File: src/rtl/div16_seq_pkg.sv
// div16_seq_pkg: shared constants for the sequential 16-bit divider.
//   DIV_WIDTH        operand/result width, also the number of RUN iterations
//   DIV_CNT_W        iteration counter width, wide enough to hold DIV_WIDTH
//   ST_IDLE/RUN/DONE FSM state encodings, also exported on dbg_state
package div16_seq_pkg;

    localparam int DIV_WIDTH = 16;
    localparam int DIV_CNT_W = $clog2(DIV_WIDTH) + 1;

    localparam logic [1:0] ST_IDLE = 2'd0;
    localparam logic [1:0] ST_RUN  = 2'd1;
    localparam logic [1:0] ST_DONE = 2'd2;

endpackage

File: src/rtl/div16_seq_sub17_borrow.sv
// sub17_borrow: W-bit ripple subtractor, diff = a - b, built from FullAdder cells.
// The subtraction is done as a + ~b + 1, so borrow is the inverted carry-out.
//   a      : minuend
//   b      : subtrahend
//   diff   : a - b modulo 2^W
//   borrow : 1 when a < b (unsigned)
// FullAdder: one-bit full adder cell (sum, carry-out).
module FullAdder (
    input  logic a,
    input  logic b,
    input  logic cin,
    output logic sum,
    output logic cout
);
    assign sum  = a ^ b ^ cin;
    assign cout = (a & b) | (cin & (a ^ b));
endmodule

module sub17_borrow #(
    parameter int W = 17
) (
    input  logic [W-1:0] a,
    input  logic [W-1:0] b,
    output logic [W-1:0] diff,
    output logic         borrow
);
    logic [W:0]   carry;
    logic [W-1:0] b_n;

    assign b_n      = ~b;
    assign carry[0] = 1'b1;   // the +1 of the two's complement negation

    for (genvar i = 0; i < W; i++) begin : g_bit
        FullAdder u_fa (
            .a   (a[i]),
            .b   (b_n[i]),
            .cin (carry[i]),
            .sum (diff[i]),
            .cout(carry[i+1])
        );
    end

    assign borrow = ~carry[W];
endmodule

File: src/rtl/div16_seq.sv
// div16_seq: unsigned restoring divider, one quotient bit per clock.
//   clock, reset   : rising-edge clock, asynchronous active-high reset
//   start          : request, only looked at in IDLE
//   dividend       : numerator, captured on the accepted start
//   divisor        : denominator, captured on the accepted start
//   busy           : high in RUN and DONE
//   done           : one-cycle pulse in DONE; results valid from then on
//   quotient       : result, held until the next completion
//   remainder      : result, held until the next completion
//   div_by_zero    : set with done when divisor was zero
//   dbg_state      : current FSM state (ST_IDLE / ST_RUN / ST_DONE)
//
// Handshake: a request is taken when start=1 at a rising edge while the
// FSM is in IDLE; start in any other state is dropped. busy rises the cycle
// after acceptance and falls after the single done cycle. A divide-by-zero
// goes straight to DONE; a normal divide spends WIDTH cycles in RUN.
module div16_seq
    import div16_seq_pkg::*;
#(
    parameter int WIDTH = DIV_WIDTH
) (
    input  logic             clock,
    input  logic             reset,
    input  logic             start,
    input  logic [WIDTH-1:0] dividend,
    input  logic [WIDTH-1:0] divisor,
    output logic             busy,
    output logic             done,
    output logic [WIDTH-1:0] quotient,
    output logic [WIDTH-1:0] remainder,
    output logic             div_by_zero,
    output logic [1:0]       dbg_state
);

    localparam logic [DIV_CNT_W-1:0] LAST_ITER = DIV_CNT_W'(WIDTH - 1);

    logic [1:0]           state_q,     state_d;
    logic [DIV_CNT_W-1:0] cnt_q,       cnt_d;
    logic [WIDTH-1:0]     dvd_sr_q,    dvd_sr_d;   // dividend, consumed MSB first
    logic [WIDTH-1:0]     dvs_q,       dvs_d;
    // The stored partial remainder is always below the divisor, so its
    // (WIDTH+1)-th bit is constantly zero and is not kept as a flop.
    logic [WIDTH-1:0]     rem_q,       rem_d;
    logic [WIDTH-2:0]     quo_sr_q,    quo_sr_d;   // quotient bits so far
    logic [WIDTH-1:0]     quotient_q,  quotient_d;
    logic [WIDTH-1:0]     remainder_q, remainder_d;
    logic                 dbz_q,       dbz_d;

    logic [WIDTH:0]   r_shift;   // R' = {R, next dividend bit}
    logic [WIDTH:0]   t_diff;    // T  = R' - divisor
    logic             t_borrow;
    logic [WIDTH-1:0] r_next;
    logic [WIDTH-1:0] q_next;

    assign r_shift = {rem_q, dvd_sr_q[WIDTH-1]};

    sub17_borrow #(
        .W(WIDTH + 1)
    ) u_sub (
        .a     (r_shift),
        .b     ({1'b0, dvs_q}),
        .diff  (t_diff),
        .borrow(t_borrow)
    );

    // R' < 2*divisor, so a borrow shows up exactly as T's sign bit; the
    // restore mux keys off T's MSB and the quotient bit off the borrow.
    assign r_next = t_diff[WIDTH] ? r_shift[WIDTH-1:0] : t_diff[WIDTH-1:0];
    assign q_next = {quo_sr_q, ~t_borrow};

    always_comb begin
        state_d     = state_q;
        cnt_d       = cnt_q;
        dvd_sr_d    = dvd_sr_q;
        dvs_d       = dvs_q;
        rem_d       = rem_q;
        quo_sr_d    = quo_sr_q;
        quotient_d  = quotient_q;
        remainder_d = remainder_q;
        dbz_d       = dbz_q;

        case (state_q)
            ST_IDLE: begin
                if (start) begin
                    if (divisor == '0) begin
                        quotient_d  = '1;
                        remainder_d = dividend;
                        dbz_d       = 1'b1;
                        state_d     = ST_DONE;
                    end else begin
                        dvd_sr_d = dividend;
                        dvs_d    = divisor;
                        rem_d    = '0;
                        quo_sr_d = '0;
                        cnt_d    = '0;
                        state_d  = ST_RUN;
                    end
                end
            end
            ST_RUN: begin
                dvd_sr_d = {dvd_sr_q[WIDTH-2:0], 1'b0};
                rem_d    = r_next;
                quo_sr_d = q_next[WIDTH-2:0];
                cnt_d    = cnt_q + 1'b1;
                if (cnt_q == LAST_ITER) begin
                    // Results land in the output registers as DONE is entered,
                    // leaving the previous results untouched during RUN.
                    quotient_d  = q_next;
                    remainder_d = r_next;
                    dbz_d       = 1'b0;
                    state_d     = ST_DONE;
                end
            end
            ST_DONE: begin
                state_d = ST_IDLE;
            end
            default: begin
                state_d = ST_IDLE;
            end
        endcase
    end

    always_ff @(posedge clock or posedge reset) begin
        if (reset) begin
            state_q     <= ST_IDLE;
            cnt_q       <= '0;
            dvd_sr_q    <= '0;
            dvs_q       <= '0;
            rem_q       <= '0;
            quo_sr_q    <= '0;
            quotient_q  <= '0;
            remainder_q <= '0;
            dbz_q       <= 1'b0;
        end else begin
            state_q     <= state_d;
            cnt_q       <= cnt_d;
            dvd_sr_q    <= dvd_sr_d;
            dvs_q       <= dvs_d;
            rem_q       <= rem_d;
            quo_sr_q    <= quo_sr_d;
            quotient_q  <= quotient_d;
            remainder_q <= remainder_d;
            dbz_q       <= dbz_d;
        end
    end

    assign busy        = (state_q != ST_IDLE);
    assign done        = (state_q == ST_DONE);
    assign quotient    = quotient_q;
    assign remainder   = remainder_q;
    assign div_by_zero = dbz_q;
    assign dbg_state   = state_q;

endmodule

File: config.mk
export PLATFORM = sky130hd
export DESIGN_NAME = div16_seq
export DESIGN_NICKNAME = d
export VERILOG_FILES = /design/src/rtl/div16_seq_pkg.sv /design/src/rtl/div16_seq_sub17_borrow.sv /design/src/rtl/div16_seq.sv
export SDC_FILE = /design/constraint.sdc
export NUM_CORES = 1
export LEC_CHECK = 0
export ABC_AREA = 1
export CAP_MARGIN = 20
export CORE_AREA = 4 4 82 141
export DETAILED_ROUTE_END_ITERATION = 6
export DIE_AREA = 0 0 86 145
export GPL_ROUTABILITY_DRIVEN = 0
export PLACE_DENSITY_LB_ADDON = 0.15
export SKIP_LAST_GASP = 1
export SYNTH_ARGS = -nofsm -noshare
export SYNTH_HDL_FRONTEND = slang
export SYNTH_SLANG_ARGS = --single-unit
File: constraint.sdc
create_clock -name clock -period 19 [get_ports clock]
set_input_delay 2.85 -clock clock [delete_from_list [all_inputs] [get_ports clock]]
set_output_delay 2.85 -clock clock [all_outputs]
set_load 0.03 [all_outputs]
==> results of run 1 <==
==> worst max path at each step <==
stage / slack [ns] / depth (start not counted) / from / endpoint
3_3_place_gp: 10.87 / 25 / dvd_sr_q[15] / remainder[14]
4_1_cts: 10.63 / 25 / dvd_sr_q[15] / remainder[13]
6_report: 10.71 / 25 / dvd_sr_q[15] / remainder[14]
2_1_floorplan: 11.40 / 25 / dvs_q[0] / remainder[13]
5_1_grt: 10.24 / 25 / dvd_sr_q[15] / remainder[13]
3_5_place_dp: 10.65 / 25 / dvd_sr_q[15] / remainder[13]
==> cell type report <==
class,count,area share
clock inverters,3,0.00715
well taps,127,0.0260
clock buffers,11,0.0397
inverters,64,0.0397
repair buffers,74,0.122
flip-flops and latches,103,0.421
multi-input cells,415,0.344
==> power breakdown <==
group | switching, mW | internal [mW]
logic | 0.411 | 0.242
registers | 0.0687 | 0.328
clock network | 0.0764 | 0.105
==> synthesized netlist by cell type (all sizes together) <==
library cell    n  area share
clkbuf          5      0.0039
o21ai          55       0.054
nand4           1      0.0042
fa             15       0.059
inv            64       0.047
dfrtp         103        0.51
or2             1      0.0012
ha              4      0.0098
buf            28       0.028
nand3          83       0.084
nand2         220        0.16
nor2           19       0.018
a21oi          16       0.018
o211ai          1      0.0015
==> critical path, stage by stage, from the launching register on <==
cell and delay, ns:
dfrtp_1 0.37, inv_1 0.05, ha_1 0.19, fa_1 0.42, fa_1 0.43, fa_1 0.44, fa_1 0.44, fa_1 0.43
fa_1 0.42, fa_1 0.45, fa_1 0.43, fa_1 0.43, fa_1 0.43, fa_1 0.43, fa_1 0.39, inv_1 0.09
fa_1 0.21, fa_1 0.17, inv_1 0.05, fa_1 0.39, ha_1 0.82, inv_1 0.12, o21ai_0 0.31, nand2_1 0.09
nand3_1 0.09, nand2_1 0.07
==> per-layer routing <==
metal	GRT usage	vias up	wire length [µm]
li1	-	2037	-
met1	0.258	1985	4850
met5	0	-	0
met2	0.333	104	6030
met3	0.0335	15	491
met4	0.0658	0	220
==> state kept, by name, indices dropped and copies added (netlist names) <==
register / count
quo_sr_q: 15
dvd_sr_q: 16
remainder: 16
dbg_state: 2
cnt_q: 5
dvs_q: 16
rem_q: 16
quotient: 16
div_by_zero: 1
==> through the flow <==
stage	util	cell area, µm²
global route	0.591	6120
CTS	0.588	6090
detailed placement	0.560	5800
global placement	0.560	5800
floorplan	-	5090
finish	0.591	6120
==> kinds of logic after synthesis <==
| group | after synthesis | share of synthesized area |
|---|---|---|
| AND/OR/NAND/NOR | 324 | 0.272 |
| flip-flops | 103 | 0.507 |
| buffers and inverters | 97 | 0.0794 |
| AO/OA/AOI/OAI | 72 | 0.0735 |
| adder cells (fa/ha/maj) | 19 | 0.0688 |
==> summary.txt, run 1 <==
Logic synthesis
  • Synthesized area: 5090 µm²
  • Share of the yosys chip area belonging to registers: 0.507
  • Syn Area/Cell: 8.27 µm²
  • Syn_nets: 669
  • Synth cell types: 23
  • Ys Warns: 0
  • #FFs+latches synth: 103
  • Cells after Synth: 615

Placed design
  • Post-Place Cells: 781
  • Pre-CTS setup slack: 10.65 ns
  • Port Buffers: 71
  • Dpl hpwl: 7810 µm

Floorplan
  • Die Y: 145 µm
  • Io pins: 72
  • Initial Utilization: 0.491
  • Die ar.: 12,500 µm²
  • Chip width: 86 µm
  • Core Region: 10,400 µm²
  • Row count: 49

Run status
  • Status: complete, no violations

STA
  • Fin Clk Skew: 0.00661 ns
  • Final Hold Viols: 0
  • Worst hold slack: 0.471 ns
  • Final period util: 0.436
  • Max frequency: 121 MHz
  • Final Worst Setup Slack: 10.71 ns
  • Final setup vio count: 0
  • Setup TNS: 0 ns
  • Max Slew Vio Count: 0
  • Slew @ Worst Pin: 1.01 ns
  • RSZ-0062 raised after global routing: false
  • Slew headroom: 0.325
  • Post-route minimum period: 8.29 ns

Setup path
  • Worst r2r src: dvd_sr_q[15]
  • Startpoint Class: flip-flop
  • Worst path arrival time: 8.51 ns
  • R2R setup slack: 10.71 ns
  • Kind of critical path: flip-flop to flip-flop
  • Reg2reg path depth: 25
  • CP max FO: 31
  • RR Endpoint: remainder[14]
  • Crit. End Element: flip-flop
  • Worst Path Required: 19.23 ns

Drt
  • Drt wl/cell: 14.5 µm
  • DRT Pass-1 Iters: 5
  • DRC: 0
  • Via count: 4,141
  • Via density: 5.20
  • Final wirelength: 11,600 µm
  • Post-DRT Antenna Nets: 0
  • Initial DRC count: 202

Clocking
  • CTS buffer count: 9
  • H-tree depth: 3
  • CTS tree: done
  • CTS Sinks: 103
  • Hold_buf cts: 0
  • Clock root cell: clkbuf_16
  • CTS resizes: 0
  • Clock Pin Slew Worst Setup and Hold Paths: 0.07 ns
  • Post-CTS Setup Bufs: 0
  • CTS Buffer Depth: 2
  • Clk_lat worst skew: 0.34 ns

GRT
  • Total track usage: 0.198
  • Vias in the first global route: 4,135
  • Pin count of the biggest net entering global routing: 61
  • Gr ovfl total: 0
  • Initial antenna violation count: 0
  • First-pass GRT wire length: 20,000 µm

Worst hold path
  • Worst Hold Path EP: dvd_sr_q[6]
  • Hold path depth: 2
  • Hold path start: dvd_sr_q[6]
  • Hold Path Class: flip-flop to flip-flop

Flow run
  • MaxCap Viol Count: 0

Final layout
  • Area of the multi-input gates: 2110 µm²
  • Most common cell after layout, fill and taps aside: nand2_1
  • Seq. cell area: 2580 µm²
  • Nets: 721
  • Layout Cells excl Fill: 797
  • Share of post-route cells with drive strength above 1: 0.0448
  • Layout filler cell count: 979
  • Most frequent cells in the layout: nand2_1, dfrtp_1, nand3_1, clkdlybuf4s50_1, inv_1
  • Antenna diodes: 0
  • P&R area growth vs syn: 20.3%

Pwr
  • Overall Power: 1.23 mW
  • Peak supply drop: 183 µV
  • Power Density: 201 nW/µm²
  • Lkg Pwr: 3.04 nW
Note: power is estimated with default switching activity, not from simulation.
==> inputs of run 2 (changes only) <==
--- a/config.mk
+++ b/config.mk
@@ -7,9 +7,9 @@
 export LEC_CHECK = 0
 export ABC_AREA = 1
 export CAP_MARGIN = 20
-export CORE_AREA = 4 4 82 141
+export CORE_AREA = 4 4 83 142
 export DETAILED_ROUTE_END_ITERATION = 6
-export DIE_AREA = 0 0 86 145
+export DIE_AREA = 0 0 87 146
 export GPL_ROUTABILITY_DRIVEN = 0
 export PLACE_DENSITY_LB_ADDON = 0.15
 export SKIP_LAST_GASP = 1
==> constraint.sdc (replaced) <==
create_clock -name clock -period 6.7 [get_ports clock]
set_input_delay 1.005 -clock clock [delete_from_list [all_inputs] [get_ports clock]]
set_output_delay 1.005 -clock clock [all_outputs]
set_load 0.03 [all_outputs]
==> run 2 against run 1 <==
Net effect: the run now ends with negative setup slack left; clock skew about the same; register-to-register slack worse by 11 ns; critical path depth up 2; largest power group unchanged; maximum frequency up 22%.
==> summary.txt, run 2 (synthesis results as in run 1) <==
Run status
  • Status: complete, but fails checks
  • Failing checks: negative setup slack

Final layout
  • Final core occ: 0.606
  • Layout filler cell count: 945
  • Share of post-route cells with drive strength above 1: 0.131
  • Seq. cell area: 2580 µm²
  • Nets: 743
  • Antenna diodes: 0
  • P&R area growth vs syn: 27.4%
  • Most common cell after layout, fill and taps aside: nand2_1
  • Area of the multi-input gates: 2220 µm²
  • Most frequent cells in the layout: nand2_1, dfrtp_1, nand3_1, clkdlybuf4s50_1, inv_1

Pwr
  • Power Density: 646 nW/µm²
  • Overall Power: 4.19 mW
  • Lkg Pwr: 3.18 nW
  • Peak supply drop: 325 µV

Placed design
  • Port Buffers: 71
  • Dpl hpwl: 7840 µm

STA
  • Fin Clk Skew: 0.00626 ns
  • Max Slew Vio Count: 0
  • Final Worst Setup Slack: -0.107 ns
  • Worst hold slack: 0.475 ns
  • Max frequency: 147 MHz
  • Post-route minimum period: 6.81 ns
  • Final setup vio count: 26
  • Final Hold Viols: 0
  • Final period util: 1.02
  • Setup TNS: -1.46 ns
  • Slew headroom: 0.312
  • Slew @ Worst Pin: 1.03 ns
  • RSZ-0062 raised after global routing: true

Drt
  • DRT Pass-1 Iters: 6
  • Routed met1 length: 4830 µm
  • Final wirelength: 12,000 µm
  • DRC: 0
  • Post-DRT Antenna Nets: 0
  • Top Layer Used: met4
  • Via count: 4,188
  • Via density: 5.08
  • Initial DRC count: 270
  • Met2 Routed Length: 6360 µm
  • Met3 routed WL: 521 µm
  • Drt wl/cell: 14.6 µm

Floorplan
  • Core Region: 10,700 µm²
  • Die ar.: 12,700 µm²
  • Chip width: 87 µm
  • Row count: 50
  • Initial Utilization: 0.476
  • Io pins: 72
  • Die Y: 146 µm

Worst hold path
  • Hold Path Class: flip-flop to flip-flop
  • Hold path start: dvd_sr_q[8]

Clocking
  • Clock Pin Slew Worst Setup and Hold Paths: 0.07 ns
  • Clock root cell: clkbuf_16
  • H-tree depth: 3
  • CTS Buffer Depth: 2
  • CTS Sinks: 103
  • CTS buffer count: 9
  • Hold_buf cts: 0
  • Clk_lat worst skew: 0.34 ns
  • CTS tree: done

Flow run
  • MaxCap Viol Count: 0

GRT
  • Initial antenna violation count: 0
  • Gr ovfl total: 0
  • Total track usage: 0.196
  • First-pass GRT wire length: 19,600 µm
  • Pin count of the biggest net entering global routing: 80
  • Vias in the first global route: 4,127

Setup path
  • CP max FO: 4
  • Kind of critical path: flip-flop to flip-flop
  • Startpoint Class: flip-flop
  • Worst Path Required: 6.98 ns
  • Launch point of the worst path: dvd_sr_q[15]
  • Crit. End Element: flip-flop
  • Worst r2r src: dvd_sr_q[15]
  • Worst path arrival time: 7.09 ns
## run 2: final timing paths
| kind | end | slack (ns) | cells after the start |
|---|---|---|---|
| max | remainder[13] | -0.11 | 27 |
| min | dvd_sr_q[8] | 0.48 | 2 |
| max reg2reg | remainder[13] | -0.11 | 27 |
| min reg2reg | dvd_sr_q[8] | 0.48 | 2 |
| max in group asynchronous | quo_sr_q[11] | 4.42 | 3 |
| min in group asynchronous | quotient[2] | 0.97 | 2 |
## run 2: repair_timing
item / 4_1_cts / 5_1_grt
gates cloned: 1 / 0
endpoints found under the hold margin: 0 / 0
buffers inserted: 5 / 1
resized for setup: 30 / 11
pin swaps: 43 / 9
endpoints found under the setup margin: 32 / 32
## run 2: report_power, final
group | switching, mW | internal (mW)
combinational | 1.39 | 1.15
clock | 0.221 | 0.298
sequential | 0.203 | 0.929
total | 1.81 | 2.38
## run 2: worst max-delay path: stages (launching register included)
cell and delay, ns:
dfrtp_1 0.35, inv_1 0.05, ha_2 0.18, fa_2 0.34
fa_2 0.34, fa_2 0.36, fa_2 0.36, fa_2 0.38
fa_2 0.35, fa_2 0.35, fa_2 0.35, fa_2 0.38
fa_2 0.35, fa_2 0.35, fa_2 0.34, inv_2 0.07
fa_2 0.21, fa_2 0.20, inv_2 0.04, fa_2 0.36
ha_4 0.34, buf_4 0.14, nor2_2 0.04, nor2_1 0.14
o21ai_2 0.08, o21ai_1 0.08, nand3_1 0.09, nand2_1 0.10
## run 2: area by class of cell
type,count,share of cell area
clock inverters,6,0.00907
inverters,64,0.0374
repair buffers,96,0.152
clock buffers,10,0.0369
multi-input cells,415,0.342
flip-flops and latches,103,0.398
well taps,130,0.0251
## run 2: metal layers
layer  vias up  global-route usage
li1       2087                   -
met5         -                   0
met3        22              0.0317
met4         0              0.0811
met2       119               0.335
met1      1960               0.239
## run 2: per-stage QoR
step                      instance area (µm²)  setup WS, ns  std cells
after floorplan                          5150        0.0284        615
after global placement                   5970        -0.277        799
after detailed placement                 5970        -0.438        799
after CTS                                6390        -0.172        821
after global routing                     6480        -0.333        824
final                                    6480        -0.107        824
==> inputs of run 3 (changes only) <==
--- a/config.mk
+++ b/config.mk
@@ -11,7 +11,7 @@
 export DETAILED_ROUTE_END_ITERATION = 6
 export DIE_AREA = 0 0 87 146
 export GPL_ROUTABILITY_DRIVEN = 0
-export PLACE_DENSITY_LB_ADDON = 0.15
+export PLACE_DENSITY = 0.72
 export SKIP_LAST_GASP = 1
 export SYNTH_ARGS = -nofsm -noshare
 export SYNTH_HDL_FRONTEND = slang
==> run 3 against run 2 <==
Net effect: the run still ends with negative setup slack left; clock skew grew 0.0024 ns; register-to-register slack is essentially flat; sequential power is essentially flat.
==> summary.txt, run 3 (synthesis results as in run 1) <==
Run status
  • Status: complete, but fails checks
  • Failing checks: negative setup slack

GRT
  • Vias in the first global route: 4,323
  • Initial antenna violation count: 0
  • Pin count of the biggest net entering global routing: 75
  • First-pass GRT wire length: 20,600 µm
  • Gr ovfl total: 0
  • Total track usage: 0.204

Drt
  • DRC: 0
  • Via count: 4,217
  • Final wirelength: 11,800 µm
  • Met2 Routed Length: 6490 µm
  • Top Layer Used: met4
  • Routed met1 length: 4650 µm
  • Via density: 5.13
  • Drt wl/cell: 14.4 µm
  • Met3 routed WL: 457 µm
  • DRT Pass-1 Iters: 5
  • Post-DRT Antenna Nets: 0
  • Initial DRC count: 292

Setup path
  • Reg2reg path depth: 25
  • Worst path top cell family by delay: adder cells
  • RR Endpoint: remainder[3]
  • Crit path max-delay cell type: dfrtp_1
  • Kind of critical path: flip-flop to flip-flop
  • Startpoint Class: flip-flop
  • R2R setup slack: -0.10 ns
  • Worst path arrival time: 7.03 ns
  • CP max stage delay: 0.39 ns
  • Cell mode on critical path: fa_2
  • Buf/Inv on CP: 3
  • CP max FO: 13
  • Worst Path Required: 6.93 ns
  • Worst r2r src: dvs_q[0]
  • Crit. End Element: flip-flop

Pwr
  • Peak supply drop: 423 µV
  • Lkg Pwr: 3.15 nW
  • Power share of the clock group: 0.136
  • Seq pwr share: 0.283
  • Switching share of power: 0.429
  • Logic gate share of total power: 0.582
  • Internal power: 2.29 mW
  • Net Sw Power: 1.72 mW
  • Power Density: 628 nW/µm²
  • Overall Power: 4.01 mW

Floorplan
  • Chip width: 87 µm
  • Io pins: 72
  • Initial Utilization: 0.476
  • Row count: 50
  • Core Region: 10,700 µm²
  • Die ar.: 12,700 µm²
  • Die Y: 146 µm

Placed design
  • Area post-placement: 5970 µm²
  • Post-Place Cells: 799
  • Dpl hpwl: 7970 µm
  • Port Buffers: 71
  • Pre-CTS setup slack: -0.370 ns

STA
  • Final Worst Setup Slack: -0.101 ns
  • Max frequency: 147 MHz
  • Final period util: 1.02
  • Fin Clk Skew: 0.00871 ns
  • Final Hold Viols: 0
  • Slew @ Worst Pin: 1.01 ns
  • Final setup vio count: 16
  • RSZ-0062 raised after global routing: true
  • Slew headroom: 0.324
  • Max Slew Vio Count: 0
  • Post-route minimum period: 6.80 ns

Worst hold path
  • Hold path start: dvd_sr_q[1]
  • Hold path depth: 2
  • Hold Path Class: flip-flop to flip-flop
  • Worst Hold Path EP: dvd_sr_q[1]

Clocking
  • CTS buffer count: 9
  • Clk_lat worst skew: 0.35 ns
  • Hold_buf cts: 0
  • H-tree depth: 3
  • CTS Buffer Depth: 2
  • CTS Sinks: 103
  • Clock Pin Slew Worst Setup and Hold Paths: 0.07 ns
  • CTS tree: done
  • Clock root cell: clkbuf_16

Final layout
  • Most frequent cells in the layout: nand2_1, dfrtp_1, nand3_1, clkdlybuf4s50_1, inv_1
  • Most common cell after layout, fill and taps aside: nand2_1
  • P&R area growth vs syn: 25.7%
  • Layout Cells excl Fill: 822
  • Post-route cell area: 6390 µm²
  • Share of post-route cells with drive strength above 1: 0.104
  • Final core occ: 0.598
  • Antenna diodes: 0
  • Nets: 743
  • Layout filler cell count: 960

Flow run
  • MaxCap Viol Count: 0
-- run 3: changes by cell type in the layout (fill, tap and decap cells not counted), moves of 3 or more --
cell,change
o21ai_1,+5
a21oi_2,-6
clkinv_2,-3
o21ai_2,-5
a21oi_1,+6
-- run 3: final cells by class --
class                   count  area (µm²)  area share
inverters                  64         243      0.0380
clock buffers              10         229      0.0358
well taps                 130         163      0.0254
clock inverters             4        72.6      0.0113
repair buffers             96         942       0.147
multi-input cells         415        2170       0.339
flip-flops and latches    103        2580       0.403
-- run 3: per-layer routing --
layer	global-route usage	up-vias
met5	0	-
met4	0.101	0
met3	0.0244	16
met2	0.345	96
met1	0.252	2023
li1	-	2082
-- run 3: worst max-delay path by stage --
stage,from,endpoint,slack (ns),cells after the start
finish,dvs_q[0],remainder[3],-0.10,25
global route,dvd_sr_q[15],remainder[3],-0.35,26
CTS,dvs_q[0],remainder[0],-0.09,25
detailed placement,dvs_q[0],remainder[13],-0.37,24
global placement,dvs_q[0],remainder[0],-0.28,24
floorplan,dvs_q[0],remainder[13],0.03,25
-- run 3: worst register-to-register path: stages, from the launching register on --
cell and delay, ns:
dfrtp_1 0.39, ha_2 0.20, fa_2 0.36, fa_2 0.35, fa_2 0.35, fa_2 0.37
fa_2 0.35, fa_2 0.35, fa_2 0.36, fa_2 0.38, fa_2 0.35, fa_2 0.35
fa_2 0.35, fa_2 0.36, inv_2 0.06, fa_2 0.20, fa_1 0.17, inv_1 0.05
fa_2 0.35, ha_4 0.31, buf_12 0.13, a21oi_1 0.08, o21ai_1 0.20, nand2_1 0.10
nand3_1 0.09, nand2_1 0.07
-- run 3: power groups by stage --
stage / clock [mW] / sequential, mW / combinational, mW
2_1_floorplan: 0 / 1.28 / 1.24
3_3_place_gp: 0 / 1.12 / 2.08
3_5_place_dp: 0 / 1.14 / 2.13
4_1_cts: 0.550 / 1.13 / 2.29
5_1_grt: 0.580 / 1.17 / 2.64
6_report: 0.544 / 1.13 / 2.34
-- run 3: per-stage QoR --
stage / setup TNS [ns] / hold slack [ns]
4_1_cts: -0.955 / 0.479
6_report: -0.647 / 0.477
2_1_floorplan: 0 / 0.442
3_3_place_gp: -6.89 / 0.455
5_1_grt: -7.66 / 0.491
3_5_place_dp: -9.31 / 0.463
-- run 3: what timing repair did --
| action | 4_1_cts | 5_1_grt |
|---|---|---|
| setup endpoints to repair | 32 | 32 |
| setup buffers | 6 | 1 |
| pin swaps | 12 | 2 |
| gates cloned | 0 | 0 |
| gates resized for setup | 19 | 3 |
